`src/rtl/tmds_decode.sv`:
```
// tmds_decode: TMDS receive channel decoder with token-based alignment and lock tracking.
// Optional feature macro: TMDS_DECODE_ERRCNT_EN (loss-of-lock event counter on err_count_out).
module tmds_decode #(
    parameter int LOCK_COUNT  = 8,
    parameter int SLIP_WINDOW = 64,
    parameter int LOSS_WINDOW = 2048
) (
    input  logic       clk_in,
    input  logic       rst_in,
    input  logic [9:0] symbol_in,
    input  logic       symbol_valid_in,
    output logic [7:0] data_out,
    output logic [1:0] control_out,
    output logic       de_out,
    output logic       valid_out,
    output logic       locked_out,
    output logic       slip_out,
    output logic [15:0] err_count_out
);

    localparam int RW = $clog2(LOCK_COUNT) + 1;
    localparam int WW = $clog2(SLIP_WINDOW) + 1;
    localparam int LW = $clog2(LOSS_WINDOW) + 1;

    typedef enum logic {
        HUNT,
        LOCKED
    } state_t;

    state_t      r_state;
    logic [RW-1:0] r_run;
    logic [WW-1:0] r_window;
    logic [LW-1:0] r_loss;
    logic [7:0]  r_data;
    logic [1:0]  r_ctrl;
    logic        r_de;
    logic        r_valid;
    logic        r_locked;
    logic        r_slip;

    logic        w_is_tok;
    logic [1:0]  w_tok_val;
    logic [7:0]  w_b;
    logic [7:0]  w_d;
    logic [RW-1:0] w_run_inc;
    logic [WW-1:0] w_win_inc;
    logic [LW-1:0] w_loss_inc;

    // Classify the incoming symbol as one of the four control tokens.
    always_comb begin
        w_is_tok  = 1'b1;
        w_tok_val = 2'b00;
        case (symbol_in)
            10'b1101010100: w_tok_val = 2'b00;
            10'b0010101011: w_tok_val = 2'b01;
            10'b0101010100: w_tok_val = 2'b10;
            10'b1010101011: w_tok_val = 2'b11;
            default:        w_is_tok  = 1'b0;
        endcase
    end

    // Undo the optional inversion, then the XOR/XNOR transition chain.
    assign w_b = symbol_in[9] ? ~symbol_in[7:0] : symbol_in[7:0];
    assign w_d = {w_b[7:1] ^ w_b[6:0] ^ {7{~symbol_in[8]}}, w_b[0]};

    assign w_run_inc  = r_run + 1'b1;
    assign w_win_inc  = r_window + 1'b1;
    assign w_loss_inc = r_loss + 1'b1;

    // Output register stage plus the HUNT/LOCKED alignment FSM.
    always_ff @(posedge clk_in or posedge rst_in) begin
        if (rst_in) begin
            r_state  <= HUNT;
            r_run    <= '0;
            r_window <= '0;
            r_loss   <= '0;
            r_data   <= '0;
            r_ctrl   <= '0;
            r_de     <= 1'b0;
            r_valid  <= 1'b0;
            r_locked <= 1'b0;
            r_slip   <= 1'b0;
        end else begin
            r_slip  <= 1'b0;
            r_valid <= 1'b0;
            if (symbol_valid_in) begin
                if (w_is_tok) begin
                    r_ctrl <= w_tok_val;
                    r_de   <= 1'b0;
                end else begin
                    r_data <= w_d;
                    r_de   <= 1'b1;
                end
                r_valid <= (r_state == LOCKED);
                case (r_state)
                    HUNT: begin
                        if (w_is_tok) begin
                            r_window <= '0;
                            if (w_run_inc == RW'(LOCK_COUNT)) begin
                                r_state  <= LOCKED;
                                r_locked <= 1'b1;
                                r_valid  <= 1'b1;
                                r_run    <= '0;
                            end else begin
                                r_run <= w_run_inc;
                            end
                        end else begin
                            r_run <= '0;
                            if (w_win_inc == WW'(SLIP_WINDOW)) begin
                                r_slip   <= 1'b1;
                                r_window <= '0;
                            end else begin
                                r_window <= w_win_inc;
                            end
                        end
                    end
                    LOCKED: begin
                        if (w_is_tok) begin
                            r_loss <= '0;
                        end else if (w_loss_inc == LW'(LOSS_WINDOW)) begin
                            r_state  <= HUNT;
                            r_locked <= 1'b0;
                            r_valid  <= 1'b0;
                            r_loss   <= '0;
                            r_run    <= '0;
                            r_window <= '0;
                        end else begin
                            r_loss <= w_loss_inc;
                        end
                    end
                    default: r_state <= HUNT;
                endcase
            end
        end
    end

    assign data_out    = r_data;
    assign control_out = r_ctrl;
    assign de_out      = r_de;
    assign valid_out   = r_valid;
    assign locked_out  = r_locked;
    assign slip_out    = r_slip;

`ifdef TMDS_DECODE_ERRCNT_EN
    logic        w_loss_evt;
    logic [15:0] r_err;

    assign w_loss_evt = (r_state == LOCKED) && symbol_valid_in && !w_is_tok
                        && (w_loss_inc == LW'(LOSS_WINDOW));

    // Count LOCKED->HUNT transitions, saturating at all-ones.
    always_ff @(posedge clk_in or posedge rst_in) begin
        if (rst_in) begin
            r_err <= '0;
        end else if (w_loss_evt && (r_err != 16'hFFFF)) begin
            r_err <= r_err + 16'd1;
        end
    end

    assign err_count_out = r_err;
`else
    assign err_count_out = 16'h0000;
`endif

endmodule

```
`config.mk`:
```
export PLATFORM = sky130hd
export DESIGN_NAME = tmds_decode
export DESIGN_NICKNAME = d
export VERILOG_FILES = /design/src/rtl/tmds_decode.sv
export SDC_FILE = /design/constraint.sdc
export NUM_CORES = 1
export LEC_CHECK = 0
export CORE_MARGIN = 8
export CORE_UTILIZATION = 50
export CTS_BUF_LIST = sky130_fd_sc_hd__clkbuf_4
export CTS_CLUSTER_DIAMETER = 100
export CTS_CLUSTER_SIZE = 8
export DETAILED_ROUTE_END_ITERATION = 16
export HOLD_SLACK_MARGIN = 0.12
export PLACE_DENSITY = 0.81
export SKIP_CTS_REPAIR_TIMING = 1
export SLEW_MARGIN = 20
export SYNTH_ARGS = -nofsm -noshare
export SYNTH_HDL_FRONTEND = slang
export SYNTH_SLANG_ARGS = --single-unit
```
`constraint.sdc`:
```
create_clock -name clk_in -period 4.15 [get_ports clk_in]
set_input_delay 0.83 -clock clk_in [delete_from_list [all_inputs] [get_ports clk_in]]
set_output_delay 0.83 -clock clk_in [all_outputs]
set_load 0.05 [all_outputs]
```
# == Yosys cells after proc, flatten, opt, wreduce, memory -nomap -nowiden ==
# Index checks and enable logic that the tools add are counted.
# totals
regBits,38
input_bits,13
elab_cells,67
# op_classes
addsub,3
eq_ne,11
muxes,31
n_bitwise,6
n_reduce_logical,6
# ops
operator,n
$mux W7,4
$mux W12,2
$eq A10 B10 Y1 const B,2
$mux W4,4
$mux W1,15
$pmux W7 S2,1
$xor A7 B7 Y7,2
$add A12 B1 Y12 const B,1
$eq A12 B12 Y1 const B,1
$eq A10 B8 Y1 const B,1
$eq A10 B9 Y1 const B,1
$mux W8,1
$not A8 Y8,1
$pmux W4 S2,1
$add A7 B1 Y7 const B,1
$eq A7 B7 Y1 const B,1
$ne A2 B2 Y1 const B,3
$pmux W2 S3,1
$reduce_and A2 Y1,3
$reduce_and A5 Y1,1
$add A4 B1 Y4 const B,1
$eq A4 B4 Y1 const B,1
$pmux W1 S2,2
$reduce_or A4 Y1,1
other kinds (3),5

# == Longest topological paths before layout ==
# Gate-level depths: netlist of the first run.
# depth
word_depth,6
depth_mapped,9
ltp_nobuf,8

# == Worst setup path after synthesis of the first run ==
# Ideal clock, no wire load.
# synth_path
kind,in2reg
startpoint,input symbol_in[8]
endpoint,register r_window[3]
setup_ps,124
arrival_time_ps,2095
t_required_ps,4026
path_slack_ps,1931
path_stages,7
n_path_buf,2
path_cell_list,clkbuf_1 nor3_1 a41oi_1 and2_1 a31oi_1 buf_6 a211o_1
# synth_between
elab_chain_cells,5
elab_cells_between_ends,10
cone_classes,eq/ne: 5; mux: 3; reduce/logical: 2
# synth_rtl
element,line_no,source
"start, declared",10,"input logic [9:0] symbol_in,"
$eq A10 B10 Y1 (tied with other cells),53,case (symbol_in)
$reduce_or A4 Y1 (no line) *,-,
$mux W1 *,53,
$mux W7 or $ne A2 B2 Y1 (tied branches),-,
$pmux W7 S2 or $reduce_and A3 Y1 (tied branches),-,
"end signal, assigned",113,r_window <= w_win_inc;
"end, declared",32,logic [WW-1:0] r_window;
# Every way passes the cells marked *; elsewhere a longest branch is shown, timed or not.
# A chain may end at the register's enable or synchronous reset.

# == Worst setup path after layout of the first run ==
# layout_path
startpoint,input symbol_in[5]
endpoint,register r_window[4]
# Same word-level chain as after synthesis.

==> results.md, run 1 <==
- Status: complete, no violations
- Fmax: 320.4 MHz
- Number of distinct library cells after synthesis: 50
- Post-DP HPWL: 3685 um
- Hold Crit Class: reg2reg
- Total Nets Final: 299
- Worst path cell trace: clkdlybuf4s50_1 > nor4bb_1 > and4_1 > a41oi_1 > buf_4 > and2_1 > a31oi_1 > o21ai_0 > o31ai_1
- Seq pwr share: 45.2%
- Most common cell after layout, fill and taps aside: nand2_1
- Dominant synthesized flop cell: dfrtp_1
- ANT cells: 0
- Max-slew violations: 0
- Post-Syn Instances: 259
- Worst Setup SP: symbol_in[5]
- Wire per inst: 15.02 um
- CP max FO: 11
- CP Capture Type: flop
- Worst path slowest cell: a31oi_1
- Number of global-route vias before repair: 1980
- R2r setup slk: 1.57 ns
- GR Util All Layers: 15.33%
- Initial antenna violation count: 0
- Final worst-path cycle share: 75.20%
- Asr flop ratio synth: 100.0%
- Area Growth Syn to Fin: 12.85%
- Chip width: 84.37 um
- First-pass GRT wire length: 9101 um
- Largest net degree at the start of global routing: 39
- H-tree depth: 2
- Worst-case clock skew: 0.01084 ns
- Startpoint Class: primary input
- Sw Pwr: 296.6 uW
- R2R Path End: r_run[2]$_DFFE_PP0P_
- Path type of the worst setup path: in2reg
- Worst skew pair latency: 0.36 ns
- Worst-path clk slew: 0.12 ns
- P_leak: 1.125 nW
- Peak supply drop: 209.4 uV
- Slowest Stage Delay on Critical Path: 0.65 ns
- Total of max-cap violations: 0
- Number of synthesized register bits: 38
- Crit path time final: 3.121 ns
- Sequential area share after synthesis: 40.69%
- CTS tree: built
- GPL Wtd Cong: 0.7815
- Most frequent cells in the layout: nand2_1, dfrtp_1, o21ai_0, clkdlybuf4s50_1
- Clk root buf: clkbuf_4
- Final core utilization: 56.97%
- Routed WL: 5062 um
- Worst Tran Pin Value: 0.8935 ns
- Number of flops mapped to enable cells by yosys: 0
- Grt ovf: 0
- Reg2reg start: r_loss[0]$_DFFE_PP0P_
- Die height: 84.37 um
- Reg2Reg Depth: 7
- Residual DRC count: 0
- CP endpoint: r_window[4]$_DFFE_PP0P_
- DR vias/cell: 5.680
- Switching portion of total power: 31.25%
- Antenna-violating nets left: 0
- I/O Buffers: 26
- Post-synthesis cell area: 2337 sq um
- RSZ-0062 raised after global routing: no
- Placed cell count: 329
- Longest Clk Path Bufs: 2
- Critical Path AT: 3.40 ns
- Hold_sp: data_out[4]$_DFFE_PP0P_
- Core area: 4629 sq um
- YS warnings: 0
- Setup violations, final: 0
- Fin Setup TNS: 0 ns
- Vias: 1914
- DRT Pass-1 Iters: 4
- Internal: 652.7 uW
- Clock network power share: 33.1%
- Num ports: 43
- Max-slew headroom: 40.16%
- # rows: 25
- Fillers: 426
- Power per cell area: 359.9 nW/um^2
- Initial Utilization: 50.49%
- Ratio of cells with drive above 1 in the final layout: 7.774%
- CTS Buf Count: 5
- Data required, critical path: 4.43 ns
- Comb pwr share: 21.6%
- Die footprint: 7118 sq um
- Initial drt markers: 103
- Final Hold Viols: 0
- Syn avg cell area: 9.024 sq um
- Non-filler instance count after layout: 337
- Clock Sinks: 38
## power groups by stage
| stage | registers [mW] | clock network (mW) | logic [mW] |
|---|---|---|---|
| CTS | 0.430 | 0.323 | 0.207 |
| global route | 0.435 | 0.335 | 0.221 |
| floorplan | 0.470 | 0 | 0.122 |
| global placement | 0.435 | 0 | 0.201 |
| detailed placement | 0.437 | 0 | 0.206 |
| finish | 0.429 | 0.315 | 0.205 |
## through the flow
stage | total power [mW] | area (sq um) | hold slack [ns] | setup WS [ns]
floorplan | 0.5921 | 2394 | 0.4805 | 1.931
global placement | 0.6358 | 2536 | 0.4633 | 0.7589
detailed placement | 0.6434 | 2536 | 0.4730 | 0.6318
CTS | 0.9598 | 2638 | 0.5012 | 1.019
global route | 0.9899 | 2638 | 0.5264 | 0.8312
finish | 0.9493 | 2638 | 0.4983 | 1.029
## synthesized netlist by cell type, types with 2 or more instances
| cell | number | area (sq um) |
|---|---|---|
| nand2_1 | 39 | 146.4 |
| dfrtp_1 | 38 | 950.9 |
| o21ai_0 | 29 | 145.1 |
| buf_4 | 18 | 135.1 |
| xnor2_1 | 16 | 140.1 |
| nor2_1 | 13 | 48.80 |
| nand3_1 | 11 | 55.05 |
| nor3_1 | 9 | 45.04 |
| nand4_1 | 8 | 50.05 |
| a31oi_1 | 7 | 43.79 |
| a21oi_1 | 6 | 30.03 |
| o31ai_1 | 6 | 45.04 |
| ha_1 | 4 | 50.05 |
| a32o_1 | 3 | 30.03 |
| buf_2 | 3 | 15.01 |
| inv_1 | 3 | 11.26 |
| nand2b_1 | 3 | 18.77 |
| xor2_1 | 3 | 26.28 |
| a21o_1 | 2 | 15.01 |
| a21o_2 | 2 | 17.52 |
| and2_2 | 2 | 15.01 |
| and3_1 | 2 | 12.51 |
| and4_1 | 2 | 17.52 |
| clkbuf_1 | 2 | 7.510 |
| clkbuf_8 | 2 | 27.53 |
| nor2b_1 | 2 | 12.51 |
## cells by family (layout without fill, tap and decap cells)
kind of cell,after synthesis,in the layout,synth area share (%)
other,1,16,0.1604
DFF,38,38,40.69
adders and majority gates,4,4,2.141
buffers and inverters,30,39,9.047
xor gates and xnor gates,19,19,7.120
and+or+nand+nor,104,104,23.55
AOI/OAI and AO/OA,63,63,17.29
## layer usage
metal / part of all wire, % / wire length (um) / vias to the layer above / global-route usage (%)
met5: 0 / 0 / - / 0
met4: 1.6 / 83 / 0 / 5.987
met3: 5.3 / 267 / 7 / 4.000
met2: 47 / 2386 / 50 / 25.14
met1: 46 / 2324 / 910 / 18.69
li1: - / - / 947 / -
## flip-flops by register name, summed over array words and instances (netlist names)
| signal | count |
|---|---|
| r_loss | 12 |
| data_out | 8 |
| r_window | 7 |
| r_run | 4 |
| control_out | 2 |
| de_out | 1 |
| locked_out | 1 |
| r_state | 1 |
| slip_out | 1 |
| valid_out | 1 |
## critical path, delay by kind of cell
kind | cells | cell delay [ns]
AO/OA/AOI/OAI | 4 | 1.01
AND/OR/NAND/NOR | 3 | 0.88
buffers and inverters | 2 | 0.68
## layout make-up
type,instances,area [sq um],share of cell area [%]
clock buffers,5,37.54,1.423
clock inverters,3,63.81,2.419
repair buffers,28,275.3,10.44
flip-flops and latches,38,950.9,36.05
multi-input cells,206,1231,46.68
inverters,3,11.26,0.4269
well taps,54,67.56,2.562
## worst min-delay path by stage
stage / depth (start not counted) / to
2_1_floorplan: 1 / r_loss[9]$_DFFE_PP0P_
3_3_place_gp: 2 / data_out[7]$_DFFE_PP0P_
3_5_place_dp: 2 / data_out[4]$_DFFE_PP0P_
4_1_cts: 2 / data_out[4]$_DFFE_PP0P_
5_1_grt: 2 / data_out[4]$_DFFE_PP0P_
6_report: 2 / data_out[4]$_DFFE_PP0P_
Note: power is estimated with default switching activity, not from simulation.
==> run 2: changes to the inputs <==
--- a/config.mk
+++ b/config.mk
@@ -6,13 +6,13 @@
 export NUM_CORES = 1
 export LEC_CHECK = 0
 export CORE_MARGIN = 8
-export CORE_UTILIZATION = 50
+export CORE_UTILIZATION = 49
 export CTS_BUF_LIST = sky130_fd_sc_hd__clkbuf_4
 export CTS_CLUSTER_DIAMETER = 100
 export CTS_CLUSTER_SIZE = 8
 export DETAILED_ROUTE_END_ITERATION = 16
 export HOLD_SLACK_MARGIN = 0.12
-export PLACE_DENSITY = 0.81
+export PLACE_DENSITY = 0.82
 export SKIP_CTS_REPAIR_TIMING = 1
 export SLEW_MARGIN = 20
 export SYNTH_ARGS = -nofsm -noshare
==> constraint.sdc (replaced) <==
create_clock -name clk_in -period 2.8 [get_ports clk_in]
set_input_delay 0.56 -clock clk_in [delete_from_list [all_inputs] [get_ports clk_in]]
set_output_delay 0.56 -clock clk_in [all_outputs]
set_load 0.05 [all_outputs]
==> run 2 against run 1 <==
Net effect: largest power group unchanged; core utilization decreased by 0.22 points; cell area grew 0.28%; critical path depth down 1; sequential power up 48%; clock power shrank 15%; largest cell class unchanged; clock skew grew 0.0033 ns; hold slack worse by 0.0053 ns; critical endpoint is now r_run[2]$_DFFE_PP0P_; count of clock-buffer cells in the layout unchanged; sequential share of layout area is 0.10 points lower.
==> results.md, run 2 (synthesis gave the netlist of run 1 again) <==
- Clk root buf: clkbuf_4 (unchanged)
- Longest Clk Path Bufs: 2 (unchanged)
- Die height: 85.07 um (was 84.37 um)
- Wire per inst: 14.77 um (was 15.02 um)
- Total Nets Final: 307 (was 299)
- Switching portion of total power: 35.12% (was 31.25%)
- Fillers: 420 (was 426)
- Power per cell area: 458.6 nW/um^2 (was 359.9 nW/um^2)
- Seq pwr share: 52.5% (was 45.2%)
- Critical Path AT: 2.66 ns (was 3.40 ns)
- Ratio of cells with drive above 1 in the final layout: 9.622% (was 7.774%)
- Hold Crit Class: reg2reg (unchanged)
- GPL Wtd Cong: 0.8078 (was 0.7815)
- Path type of the worst setup path: reg2reg (was in2reg)
- RSZ-0062 raised after global routing: no (unchanged)
- Chip width: 85.07 um (was 84.37 um)
- Crit path time final: 2.412 ns
- I/O Buffers: 26 (unchanged)
- Initial Utilization: 50.15% (was 50.49%)
- Initial antenna violation count: 0 (unchanged)
- Fin Setup TNS: 0 ns (unchanged)
- Worst skew pair latency: 0.35 ns (was 0.36 ns)
- Clock network power share: 22.0% (was 33.1%)
- Most common cell after layout, fill and taps aside: nand2_1 (unchanged)
- Routed WL: 5097 um (was 5062 um)
- DR vias/cell: 5.696 (was 5.680)
- Area after DPL: 2596 sq um (was 2536 sq um)
- Post-place setup slack: 0.1739 ns (was 0.6318 ns)
- CTS Buf Count: 5 (unchanged)
- Fmax: 414.6 MHz
- Worst Tran Pin Value: 0.5276 ns (was 0.8935 ns)
- Num ports: 43 (unchanged)
- GR Util All Layers: 14.55% (was 15.33%)
- Worst-case clock skew: 0.01418 ns (was 0.01084 ns)
- Area Growth Syn to Fin: 13.17% (was 12.85%)
- DRT Pass-1 Iters: 4 (unchanged)
- Largest Register: r_loss (unchanged)
- Reg2Reg Depth: 8 (was 7)
- Cells on Worst Hold Path: 2 (unchanged)
- Placed cell count: 337 (was 329)
- Initial drt markers: 144 (was 103)
- Max-slew violations: 0 (unchanged)
- Power Total: 1.213 mW (was 949.3 uW)
- CTS tree: built (unchanged)
- Setup violations, final: 0 (unchanged)
- Internal: 787.0 uW (was 652.7 uW)
- Final worst-path cycle share: 86.13%
- Comb pwr share: 25.5% (was 21.6%)
- Number of global-route vias before repair: 1950 (was 1980)
- Data required, critical path: 3.05 ns (was 4.43 ns)
- Residual DRC count: 0 (unchanged)
- P_leak: 1.139 nW (was 1.125 nW)
- Clock Sinks: 38 (unchanged)
- H-tree depth: 2 (unchanged)
- CP max FO: 12 (was 11)
- Most frequent cells in the layout: nand2_1, dfrtp_1, o21ai_0, clkdlybuf4s50_1 (unchanged)
- Final instance area: 2645 sq um (was 2638 sq um)
- Grt ovf: 0 (unchanged)
- Max-slew headroom: 64.71% (was 40.16%)
- Vias: 1965 (was 1914)
- First-pass GRT wire length: 8790 um (was 9101 um)
- Setup slack after layout: 0.3883 ns (was 1.029 ns)
- Max reg flops: 12 (unchanged)
- Non-filler instance count after layout: 345 (was 337)
- Final Hold Viols: 0 (unchanged)
- Peak supply drop: 280.9 uV (was 209.4 uV)
- Status: complete, no violations (unchanged)
- Die footprint: 7236 sq um (was 7118 sq um)
- # rows: 25 (unchanged)
- Core area: 4661 sq um (was 4629 sq um)
- Antenna-violating nets left: 0 (unchanged)
- CP Capture Type: flop (unchanged)
- Total of max-cap violations: 0 (unchanged)
- Post-DP HPWL: 3784 um (was 3685 um)
- Worst-path clk slew: 0.12 ns (about the same)
- ANT cells: 0 (unchanged)
- Sw Pwr: 426.1 uW (was 296.6 uW)
- Largest net degree at the start of global routing: 39 (unchanged)
- Startpoint Class: flop (was primary input)
-- run 2: cell type report --
| class | instances | area (sq um) | share of cell area (%) |
|---|---|---|---|
| Multi-Input combinational cell | 206 | 1231 | 46.55 |
| Sequential cell | 38 | 950.9 | 35.95 |
| Timing Repair Buffer | 36 | 335.3 | 12.68 |
| Tap cell | 54 | 67.56 | 2.554 |
| Clock buffer | 5 | 37.54 | 1.419 |
| Clock inverter | 3 | 11.26 | 0.4257 |
| Inverter | 3 | 11.26 | 0.4257 |
-- run 2: critical path: stages (launching register included) --
cell     delay, ns
dfrtp_1       0.45
ha_1          0.43
nand3_1       0.14
xor2_1        0.20
nand2_1       0.09
nor4_2        0.31
a31oi_1       0.12
buf_4         0.18
a221o_2       0.38
-- run 2: worst paths after layout --
kind	start	endpoint	slack [ns]
max	r_loss[0]$_DFFE_PP0P_	r_run[2]$_DFFE_PP0P_	0.39
min	control_out[0]$_DFFE_PP0P_	control_out[0]$_DFFE_PP0P_	0.49
max reg2reg	r_loss[0]$_DFFE_PP0P_	r_run[2]$_DFFE_PP0P_	0.39
min reg2reg	control_out[0]$_DFFE_PP0P_	control_out[0]$_DFFE_PP0P_	0.49
max in group asynchronous	rst_in	r_loss[10]$_DFFE_PP0P_	1.84
min in group asynchronous	rst_in	r_window[6]$_DFFE_PP0P_	0.61
-- run 2: power by group through the flow --
stage | combinational, mW | sequential (mW) | clock [mW]
after floorplan | 0.181 | 0.697 | 0
after CTS | 0.310 | 0.636 | 0.274
after global placement | 0.304 | 0.644 | 0
after detailed placement | 0.310 | 0.647 | 0
final | 0.309 | 0.637 | 0.267
after global routing | 0.333 | 0.642 | 0.289
-- run 2: layer usage --
layer | wire, um | share of wire, % | vias to the layer above | global-route usage [%]
met2 | 2482 | 49 | 47 | 24.50
li1 | - | - | 960 | -
met1 | 2354 | 46 | 951 | 17.78
met4 | 74 | 1.5 | 0 | 6.796
met3 | 186 | 3.6 | 7 | 2.124
met5 | 0 | 0 | - | 0
-- run 2: through the flow --
stage	utilization, %	hold slack (ns)
CTS	56.75	0.4962
detailed placement	55.70	0.4718
global placement	55.70	0.4656
floorplan	-	0.4805
finish	56.75	0.4930
global route	56.75	0.5368
